<file path="config.mk">
export PLATFORM = sky130hd
export DESIGN_NAME = circ_fifo
export DESIGN_NICKNAME = d
export VERILOG_FILES = /design/src/rtl/circ_fifo.sv
export SDC_FILE = /design/constraint.sdc
export NUM_CORES = 1
export LEC_CHECK = 0
export ABC_AREA = 1
export ABC_CLOCK_PERIOD_IN_PS = 2920
export BUFFER_PORTS_ARGS = -buffer_cell sky130_fd_sc_hd__buf_4
export CAP_MARGIN = 20
export CORE_UTILIZATION = 40
export DETAILED_ROUTE_END_ITERATION = 12
export GPL_ROUTABILITY_DRIVEN = 0
export MAX_ROUTING_LAYER = met4
export PLACE_DENSITY_LB_ADDON = 0.08
export SLEW_MARGIN = 20
export SYNTH_ARGS = -nofsm -noshare
export SYNTH_HDL_FRONTEND = slang
export SYNTH_SLANG_ARGS = --single-unit
</file>
<file path="constraint.sdc">
create_clock -name clk -period 2.92 [get_ports clk]
set_clock_uncertainty 0.05 [all_clocks]
set_input_delay 0.438 -clock clk [delete_from_list [all_inputs] [get_ports clk]]
set_output_delay 0.438 -clock clk [all_outputs]
set_load 0.02 [all_outputs]
</file>
<file path="src/rtl/circ_fifo.sv">
// Circular FIFO with occupancy counter, threshold flags and sticky errors.
// FWFT selects registered-read (0) or first-word-fall-through (1) output.
module circ_fifo #(
    parameter int DATA_WIDTH = 8,
    parameter int DEPTH      = 16,
    parameter int AF_THRESH  = DEPTH - 2,
    parameter int AE_THRESH  = 2,
    parameter bit FWFT       = 1'b0
) (
    input  logic                       clk,
    input  logic                       rst_n,
    input  logic                       write_enable,
    input  logic [DATA_WIDTH-1:0]      write_data,
    input  logic                       read_enable,
    output logic [DATA_WIDTH-1:0]      read_data,
    output logic                       read_valid,
    output logic                       full,
    output logic                       empty,
    output logic                       almost_full,
    output logic                       almost_empty,
    output logic [$clog2(DEPTH):0]     counter,
    output logic                       overflow,
    output logic                       underflow,
    input  logic                       clr_err
);

    localparam int AW = $clog2(DEPTH);
    localparam int CW = AW + 1;

    logic [DATA_WIDTH-1:0] mem [DEPTH];
    logic [AW-1:0]         wr_ptr;
    logic [AW-1:0]         rd_ptr;
    logic [CW-1:0]         cnt;
    logic                  wr_ok;
    logic                  rd_ok;

    assign full         = (cnt == CW'(DEPTH));
    assign empty        = (cnt == '0);
    assign almost_full  = (cnt >= CW'(AF_THRESH));
    assign almost_empty = (cnt <= CW'(AE_THRESH));
    assign counter      = cnt;

    assign wr_ok = write_enable && !full;
    assign rd_ok = read_enable && !empty;

    always_ff @(posedge clk) begin
        if (wr_ok) mem[wr_ptr] <= write_data;
    end

    // Power-of-two depth: pointers wrap by natural overflow.
    always_ff @(posedge clk or negedge rst_n) begin
        if (!rst_n) begin
            wr_ptr <= '0;
            rd_ptr <= '0;
            cnt    <= '0;
        end else begin
            if (wr_ok) wr_ptr <= wr_ptr + 1'b1;
            if (rd_ok) rd_ptr <= rd_ptr + 1'b1;
            case ({wr_ok, rd_ok})
                2'b10:   cnt <= cnt + 1'b1;
                2'b01:   cnt <= cnt - 1'b1;
                default: cnt <= cnt;
            endcase
        end
    end

    // A new error in the same cycle as clr_err must stay visible.
    always_ff @(posedge clk or negedge rst_n) begin
        if (!rst_n) begin
            overflow  <= 1'b0;
            underflow <= 1'b0;
        end else begin
            if (write_enable && full) overflow <= 1'b1;
            else if (clr_err)         overflow <= 1'b0;
            if (read_enable && empty) underflow <= 1'b1;
            else if (clr_err)         underflow <= 1'b0;
        end
    end

    generate
        if (FWFT) begin : g_fwft
            // Masked when empty so no stale word shows after reset.
            assign read_data  = empty ? '0 : mem[rd_ptr];
            assign read_valid = !empty;
        end else begin : g_reg
            logic [DATA_WIDTH-1:0] rd_q;
            logic                  rv_q;
            always_ff @(posedge clk or negedge rst_n) begin
                if (!rst_n) begin
                    rd_q <= '0;
                    rv_q <= 1'b0;
                end else begin
                    rv_q <= rd_ok;
                    if (rd_ok) rd_q <= mem[rd_ptr];
                end
            end
            assign read_data  = rd_q;
            assign read_valid = rv_q;
        end
    endgenerate

endmodule

</file>
After elaboration in Yosys (flattened, before gate mapping)
Memory sizes are Yosys's and may differ from the RTL's. A register that Yosys moved wholly into a read port is not among the register bits.
Index checks and enable logic that the tools add are counted.
W data, S select, Z words.
- output and inout port bits: 20
- input port bits: 13
- bits in writable memories: 128
- flip-flop bits (word level): 16
- word-level logic and storage cells: 33
- memories kept: 1
- memories (memory ; words ; bits a word ; read ports ; clocked after memory_dff ; wr ports ; RTL line ; source):
    mem ; 16 ; 8 ; 1 ; 1 ; 1 ; 30 ; logic [DATA_WIDTH-1:0] mem [DEPTH];
- reductions and logical operators: 11
- equality and inequality tests: 3
- $lt $le $gt $ge: 2
- muxes and demuxes: 6
- $add $sub $neg: 4
- operators by type and width (operator ; number):
    $pmux W5 S2 ; 1
    $add A4 B1 Y4 const B ; 2
    $reduce_bool A2 Y1 ; 3
    $add A5 B1 Y5 const B ; 1
    $eq A5 B5 Y1 const B ; 1
    $ge A5 B4 Y1 const B ; 1
    $le A5 B2 Y1 const B ; 1
    $logic_not A5 Y1 ; 1
    $mux W1 ; 5
    $sub A5 B1 Y5 const B ; 1
    $logic_and A1 B1 Y1 ; 4
    $logic_not A1 Y1 ; 3
    $eq A2 B1 Y1 const B ; 1
    $eq A2 B2 Y1 const B ; 1

Longest topological paths before layout
Gate-level depths: netlist (run 1).
- depth after elaboration: 5
- mapped depth: 15
- gate-level depth less buffers: 14

Worst setup path after synthesis (run 1)
No wires, ideal clock.
- kind: register to register
- start point: register cnt[3], in the netlist counter[3]
- end point: register cnt[4], in the netlist counter[4]
- arrival time: 2.175 ns
- clock period less this slack: 2.341 ns
- required time: 2.753 ns
- slack: 0.579 ns
- library setup time: 0.117 ns
- path buffers: 1
- stages on the path, launching flop included: 16
- cell sequence: dfrtp_1 nor2_2 nand4_1 nand2_2 inv_2 buf_6 ha_1 xor2_1 ha_1 inv_1 nand2_1 nand3_1 nand2_1 xor2_1 nand2_1 nand2_1
- cells in the longest elaborated chain, start to end: 5
- elaborated cells between the ends (all ways): 12
- classes of those cells: 2 x add/sub; 3 x eq/ne; 1 x mux; 6 x reduce/logical
- RTL lines (element ; RTL line ; source):
    from (decl) ; 33 ; logic [CW-1:0] cnt;
    from (signal assigned) ; 60 ; 2'b10: cnt <= cnt + 1'b1;
    from (signal assigned) ; 61 ; 2'b01: cnt <= cnt - 1'b1;
    from (signal assigned) ; 62 ; default: cnt <= cnt;
    $logic_not A5 Y1 (*) ; 38 ; assign empty = (cnt == '0);
    $logic_not A1 Y1 (*) ; 44 ; assign rd_ok = read_enable && !empty;
    $logic_and A1 B1 Y1 (*) ; 44 ;
    via rd_ok ; 35 ; logic rd_ok;
    $eq A2 B1 Y1 / $eq A2 B2 Y1 (equally long branches) ; 59 ; case ({wr_ok, rd_ok})
    $pmux W5 S2 / $reduce_bool A2 Y1 (equally long branches) ; n/a ;
The timed path passes the listed nets; every way through them passes the cells marked *.
A chain may end at the register's enable or synchronous reset.

Final worst setup path (run 1)
- start point: register cnt[1], in the netlist counter[1]
- end point: register cnt[4], in the netlist counter[4]
- cells in the longest elaborated chain, start to end: 5
- elaborated cells between the ends (all ways): 12
- classes of those cells: 2 x add/sub; 3 x eq/ne; 1 x mux; 6 x reduce/logical
- RTL lines (element ; RTL line):
    $eq A5 B5 Y1 / $logic_not A5 Y1 (equally long branches) ; 37, 38
    $logic_not A1 Y1, on equally long branches ; 43, 44
    $logic_and A1 B1 Y1, on equally long branches ; 43, 44
    $eq A2 B1 Y1 / $eq A2 B2 Y1 (equally long branches) ; 59
    $pmux W5 S2 / $reduce_bool A2 Y1 (equally long branches) ; n/a
Parallel ways exist; a longest one is shown, timed or not.

==> results_dict.tcl, run 1 <==
set metrics [dict create \
    critPathMostFrequentCell "nand2_1" \
    cpMaxStageDelayCell "dfrtp_1" \
    rsz0062_at_grt "false" \
    reg2reg_setup_slack_ps 430 \
    reg2reg_from "counter[1]$_DFFE_PN0P_" \
    hold_class "in2reg" \
    yosysWarnings 0 \
    postCtsSetupBuffers 0 \
    ys_ff_latch 152 \
    crit_cells 14 \
    row_count 47 \
    clock_latency_ps 420 \
    core_area_sq_um 16580 \
    required_ps 3230 \
    fin_util_pct 47.52 \
    peakVddDrop_mv 0.4798 \
    root_buffer "clkbuf_16" \
    grt_pass1_wl_mm 24.88 \
    gr-total-overflow 0 \
    maxCapViolations 0 \
    mostFrequentLayoutCells "nand2_1 (224), edfxtp_1 (128), inv_1 (118)" \
    route.detailed.drc 0 \
    endpoint "counter[4]$_DFFE_PN0P_" \
    antenna_found_initial 0 \
    ys_types 23 \
    detail_route.iter0.violations 311 \
    yosys-top-cells-area "edfxtp_1 (57%), nand2_1 (12%), dfrtp_1 (8.9%), nand3_1 (7.6%), inv_1 (6.5%)" \
    ios 33 \
    syn_area_sq_um 6776 \
    hold_path_depth 2 \
    cp_top_family "simple AND/OR/NAND/NOR gates" \
    powerDensity_nw_per_um2 983.6 \
    syn_avg_cell_area_sq_um 9.965 \
    grt_usage_pct 19.88 \
    worstPathMaxFanout 16 \
    cts_tree "done" \
    crit_path_start_kind "flip-flop" \
    max_slew_margin_pct 50.39 \
    final.setup.tns_ps 0 \
    wl_per_cell_um 16.22 \
    drive_above_1_share_pct 11.13 \
    postSynthCellCount 680 \
    synth_seq_area_share_pct 65.58 \
    initial_utilization_pct 40.86 \
    fillCellCount 1576 \
    htreeDepth 4 \
    clock-sinks 152 \
    crit_start "counter[1]$_DFFE_PN0P_" \
    worstSetupPathType "reg2reg" \
    outcome "finished clean" \
    drt-vias-per-instance 4.672 \
    synthesis.nets 702 \
    p_leak_nw 3.547 \
    synth_largest_area_cell "edfxtp_1" \
    tightest_slew_ps 741.4 \
    drt-total-wl_mm 15.53 \
    setup_viol 0 \
    clockBufferDepth 2 \
    crit_chain "inv_1 -> nand4_1 -> nand2_2 -> inv_2 -> ha_1 -> xor2_1 -> ha_1 -> inv_1 -> nand2_1 -> nand3_1 -> nand2_1 -> xor2_1 -> nand2_1 -> nand2_1" \
    timing.fmax_ghz 0.4014 \
    grt_pass1_vias 4463 \
    dr_total_vias 4471 \
    die_x_um 132.2 \
    drt-pass1-iter-count 4 \
    r2r_cells 14 \
    cts_buffers 17 \
    grt_start_max_net_pins 67 \
    diodes 0 \
    port_buffers 32 \
    min_period_ps 2492 \
    period_share_pct 85.33 \
    ant_nets 0 \
    die-area_sq_um 17470 \
    dp_hpwl_mm 9.765 \
    endpoint_kind "flip-flop" \
    area_delta_synth_final_pct 16.29 \
    die_y_um 132.2 \
    cpPeakStageDelay_ps 450 \
    crit_arrival_ps 2800 \
    synth_top_area_share_pct 56.72 \
    clk_pin_slew_worst_paths_ps 60 \
    critPathBufInv 3 \
    final_common_cell "nand2_1" \
    slew_violations 0 \
    hold_viol 0 \
    reg2reg_to "counter[4]$_DFFE_PN0P_" \
    fin_nets 746 \
]
-- cell families after synthesis --
| kind of cell | synth area share, % |
|---|---|
| AO/OA/AOI/OAI | 1.034 |
| XOR/XNOR | 1.293 |
| adder cells (fa/ha/maj) | 1.662 |
| buffers and inverters | 9.103 |
| flip-flops | 65.58 |
| AND/OR/NAND/NOR | 21.33 |
-- what timing repair did --
item,4_1_cts,5_1_grt
gates resized for setup,0,0
hold buffers,1,0
endpoints found under the hold margin,24,0
-- report_power, final --
group | leakage (nW) | internal, mW | total [mW] | switching [mW]
combinational | 1.82 | 0.867 | 2.70 | 1.84
clock | 0.282 | 1.34 | 2.18 | 0.834
sequential | 1.45 | 2.68 | 2.87 | 0.184
total | 3.55 | 4.89 | 7.75 | 2.86
-- metrics by stage --
step / cell area, sq um / hold slack [ps] / power, mW / instances / setup WS, ps
floorplan: 6777 / 92.41 / 4.765 / 680 / 578.7
global placement: 7282 / 314.9 / 5.626 / 924 / 516.9
detailed placement: 7282 / 320.4 / 5.650 / 924 / 433.6
CTS: 7880 / 163.6 / 7.834 / 957 / 410.8
global route: 7880 / 168.8 / 8.262 / 957 / 211.0
finish: 7880 / 180.2 / 7.751 / 957 / 428.5
-- flip-flops by register name (all words and copies together), names as in the netlist --
register    count
mem           128
wr_ptr          4
counter         5
rd_ptr          4
read_valid      1
underflow       1
read_data       8
overflow        1
-- how the worst min path moves through the flow --
stage,start,endpoint,slack (ps)
2_1_floorplan,rst_n,counter[0]$_DFFE_PN0P_,90
3_3_place_gp,rst_n,counter[3]$_DFFE_PN0P_,310
3_5_place_dp,rst_n,counter[3]$_DFFE_PN0P_,320
4_1_cts,clr_err,underflow$_DFFE_PN0P_,160
5_1_grt,clr_err,overflow$_DFFE_PN0P_,170
6_report,clr_err,overflow$_DFFE_PN0P_,180
-- cell usage after synthesis (all sizes together) --
cell type / number
a21boi: 1
edfxtp: 128
xor2: 9
buf: 26
dfrtp: 24
nor2: 18
nand3: 103
ha: 9
xnor2: 1
inv: 120
o21ai: 9
nand2: 225
o21bai: 1
clkinv: 2
nand4: 2
a21oi: 2
-- cell type report --
type                            count  area (sq um)  share of cell area, %
Clock buffer                       24         491.7                  6.240
Clock inverter                      8         96.34                  1.223
Multi-Input combinational cell    380          1715                  21.77
Timing Repair Buffer               51         397.9                  5.049
Inverter                          122         457.9                  5.811
Tap cell                          220         275.3                  3.493
Sequential cell                   152          4446                  56.41
-- metal layers --
layer	global-route usage (%)	vias to the layer above	part of all wire (%)
met5	-	-	0
met4	8.075	0	2.5
met1	25.59	2109	46
met3	3.768	27	3.3
met2	30.92	83	48
li1	-	2252	-
No activity file was read; power rests on OpenSTA's default activity.
==> inputs of run 2 (changes only) <==
--- a/config.mk
+++ b/config.mk
@@ -9,6 +9,8 @@
 export ABC_CLOCK_PERIOD_IN_PS = 2920
 export BUFFER_PORTS_ARGS = -buffer_cell sky130_fd_sc_hd__buf_4
 export CAP_MARGIN = 20
+export CELL_PAD_IN_SITES_DETAIL_PLACEMENT = 0
+export CELL_PAD_IN_SITES_GLOBAL_PLACEMENT = 1
 export CORE_UTILIZATION = 40
 export DETAILED_ROUTE_END_ITERATION = 12
 export GPL_ROUTABILITY_DRIVEN = 0
==> run 2 against run 1 <==
Combinational power is essentially flat; power shrank 0.20%; clock-buffer cell count shrank 6; final cell count shrank 0.52%; utilization shrank 0.20 points; die area is the same; flip-flop and latch count is the same; sequential power is essentially flat; maximum frequency shrank 0.43%; routed wire length is essentially flat; critical path type unchanged; largest power group unchanged; highest routed layer unchanged.
==> results_dict.tcl, run 2 (synthesis gave the netlist of run 1 again) <==
set metrics [dict create \
    drive_above_1_share_pct 10.52 \
    core_area_sq_um 16580 \
    post_cts_resized 0 \
    clockBufferDepth 2 \
    die_y_um 132.2 \
    drt-total-wl_mm 15.52 \
    cpPeakStageDelay_ps 440 \
    setup_viol 0 \
    cts_tree "done" \
    drt-vias-per-instance 4.680 \
    final_common_cell "nand2_1" \
    antenna_found_initial 0 \
    largest_reg_flops 128 \
    min_period_ps 2502 \
    diodes 0 \
    largest_register "mem" \
    fin_ws_ps 417.7 \
    p_leak_nw 3.525 \
    row_count 47 \
    final_area_sq_um 7846 \
    dp_cells 921 \
    grt_pass1_wl_mm 24.54 \
    placed_cell_area_sq_um 7272 \
    crit_chain "nor2_2 -> nand4_1 -> nand2_2 -> inv_2 -> ha_1 -> xor2_1 -> ha_1 -> inv_1 -> nand2_1 -> nand3_1 -> nand2_1 -> xor2_1 -> nand2_1 -> nand2_1" \
    final.setup.tns_ps 0 \
    final_cells 952 \
    hold_viol 0 \
    gr-total-overflow 0 \
    crit_path_start_kind "flip-flop" \
    grt_start_max_net_pins 67 \
    fin_nets 743 \
    worstPathMaxFanout 16 \
    dr_total_vias 4455 \
    tightest_slew_ps 771.0 \
    ios 33 \
    clock-sinks 152 \
    period_share_pct 85.69 \
    peakVddDrop_mv 0.4699 \
    timing.fmax_ghz 0.3996 \
    crit_arrival_ps 2770 \
    cts_buffers 17 \
    rsz0062_at_grt "false" \
    hold_class "in2reg" \
    reg2reg_setup_slack_ps 420 \
    required_ps 3180 \
    clock_latency_ps 420 \
    max_slew_margin_pct 48.60 \
    area_delta_synth_final_pct 15.79 \
    slew_violations 0 \
    mostFrequentLayoutCells "nand2_1 (224), edfxtp_1 (128), inv_1 (118)" \
    htreeDepth 4 \
    critPathMostFrequentCell "nand2_1" \
    initial_utilization_pct 40.86 \
    die_x_um 132.2 \
    powerDensity_nw_per_um2 985.8 \
    dp_hpwl_mm 9.875 \
    endpoint_kind "flip-flop" \
    dpl_worst_slack_ps 439.1 \
    worstSetupPathType "reg2reg" \
    grt_pass1_vias 4255 \
    outcome "finished clean" \
    drt-pass1-iter-count 5 \
    port_buffers 32 \
    root_buffer "clkbuf_16" \
    ant_nets 0 \
    die-area_sq_um 17470 \
    grt_usage_pct 19.71 \
    route.detailed.drc 0 \
    detail_route.iter0.violations 363 \
    wl_per_cell_um 16.30 \
    cpMaxStageDelayCell "dfrtp_1" \
    maxCapViolations 0 \
    clk_pin_slew_worst_paths_ps 60 \
]
[run 2: cell types whose count changed in the layout (fill, tap and decap cells not counted), sizes merged]
cell	change
buf	-3
bufinv	+1
clkinv	+3
clkbuf	-6
[run 2: through the flow]
stage               utilization (%)  total power, mW  hold WS, ps
floorplan                         -            4.765        92.41
global placement              43.85            5.639        309.8
detailed placement            43.85            5.655        319.7
CTS                           47.31            7.802        158.8
global route                  47.31            8.219        164.5
finish                        47.31            7.735        171.3
[run 2: routing by layer]
| metal | GRT usage [%] | up-vias | wire [um] |
|---|---|---|---|
| met5 | - | - | 0 |
| met4 | 8.463 | 0 | 338 |
| met3 | 3.306 | 19 | 638 |
| met2 | 27.10 | 96 | 6774 |
| met1 | 28.57 | 2091 | 7769 |
| li1 | - | 2249 | - |
[run 2: timing repair]
action                     CTS  global route
setup endpoints to repair    0             0
hold endpoints to repair    24             0
hold buffers                 1             0
setup buffers                0             0
[run 2: power breakdown]
group	switching, mW	total (mW)	leakage, nW	internal [mW]
Combinational	1.86	2.73	1.80	0.875
Clock	0.818	2.13	0.271	1.32
Sequential	0.182	2.87	1.45	2.69
Total	2.86	7.73	3.53	4.88
[run 2: area by class of cell]
cell class / instances / area, sq um
clock buffer: 18 / 429.2
fill: 1573 / 8737
inverter: 122 / 457.9
multi-input combinational: 380 / 1715
tap: 220 / 275.3
sequential: 152 / 4446
timing repair buffer: 48 / 387.9
clock inverter: 12 / 135.1
[run 2: critical path, delay by kind of cell (launching register included)]
kind,cells,cell delay (ps)
simple gates,8,880
fa+ha+maj,2,500
flops,1,440
xor+xnor,2,310
buf+inv,2,210
[run 2: final timing paths]
kind / start / depth (start not counted) / endpoint
hold reg to reg: read_data[3]$_DFFE_PN0P_ / 2 / read_data[3]$_DFFE_PN0P_
hold / removal: clr_err / 2 / overflow$_DFFE_PN0P_
setup / recovery: counter[3]$_DFFE_PN0P_ / 14 / counter[4]$_DFFE_PN0P_
setup reg to reg: counter[3]$_DFFE_PN0P_ / 14 / counter[4]$_DFFE_PN0P_
max in group asynchronous: rst_n / 2 / rd_ptr[0]$_DFFE_PN0P_
min in group asynchronous: rst_n / 2 / read_data[4]$_DFFE_PN0P_
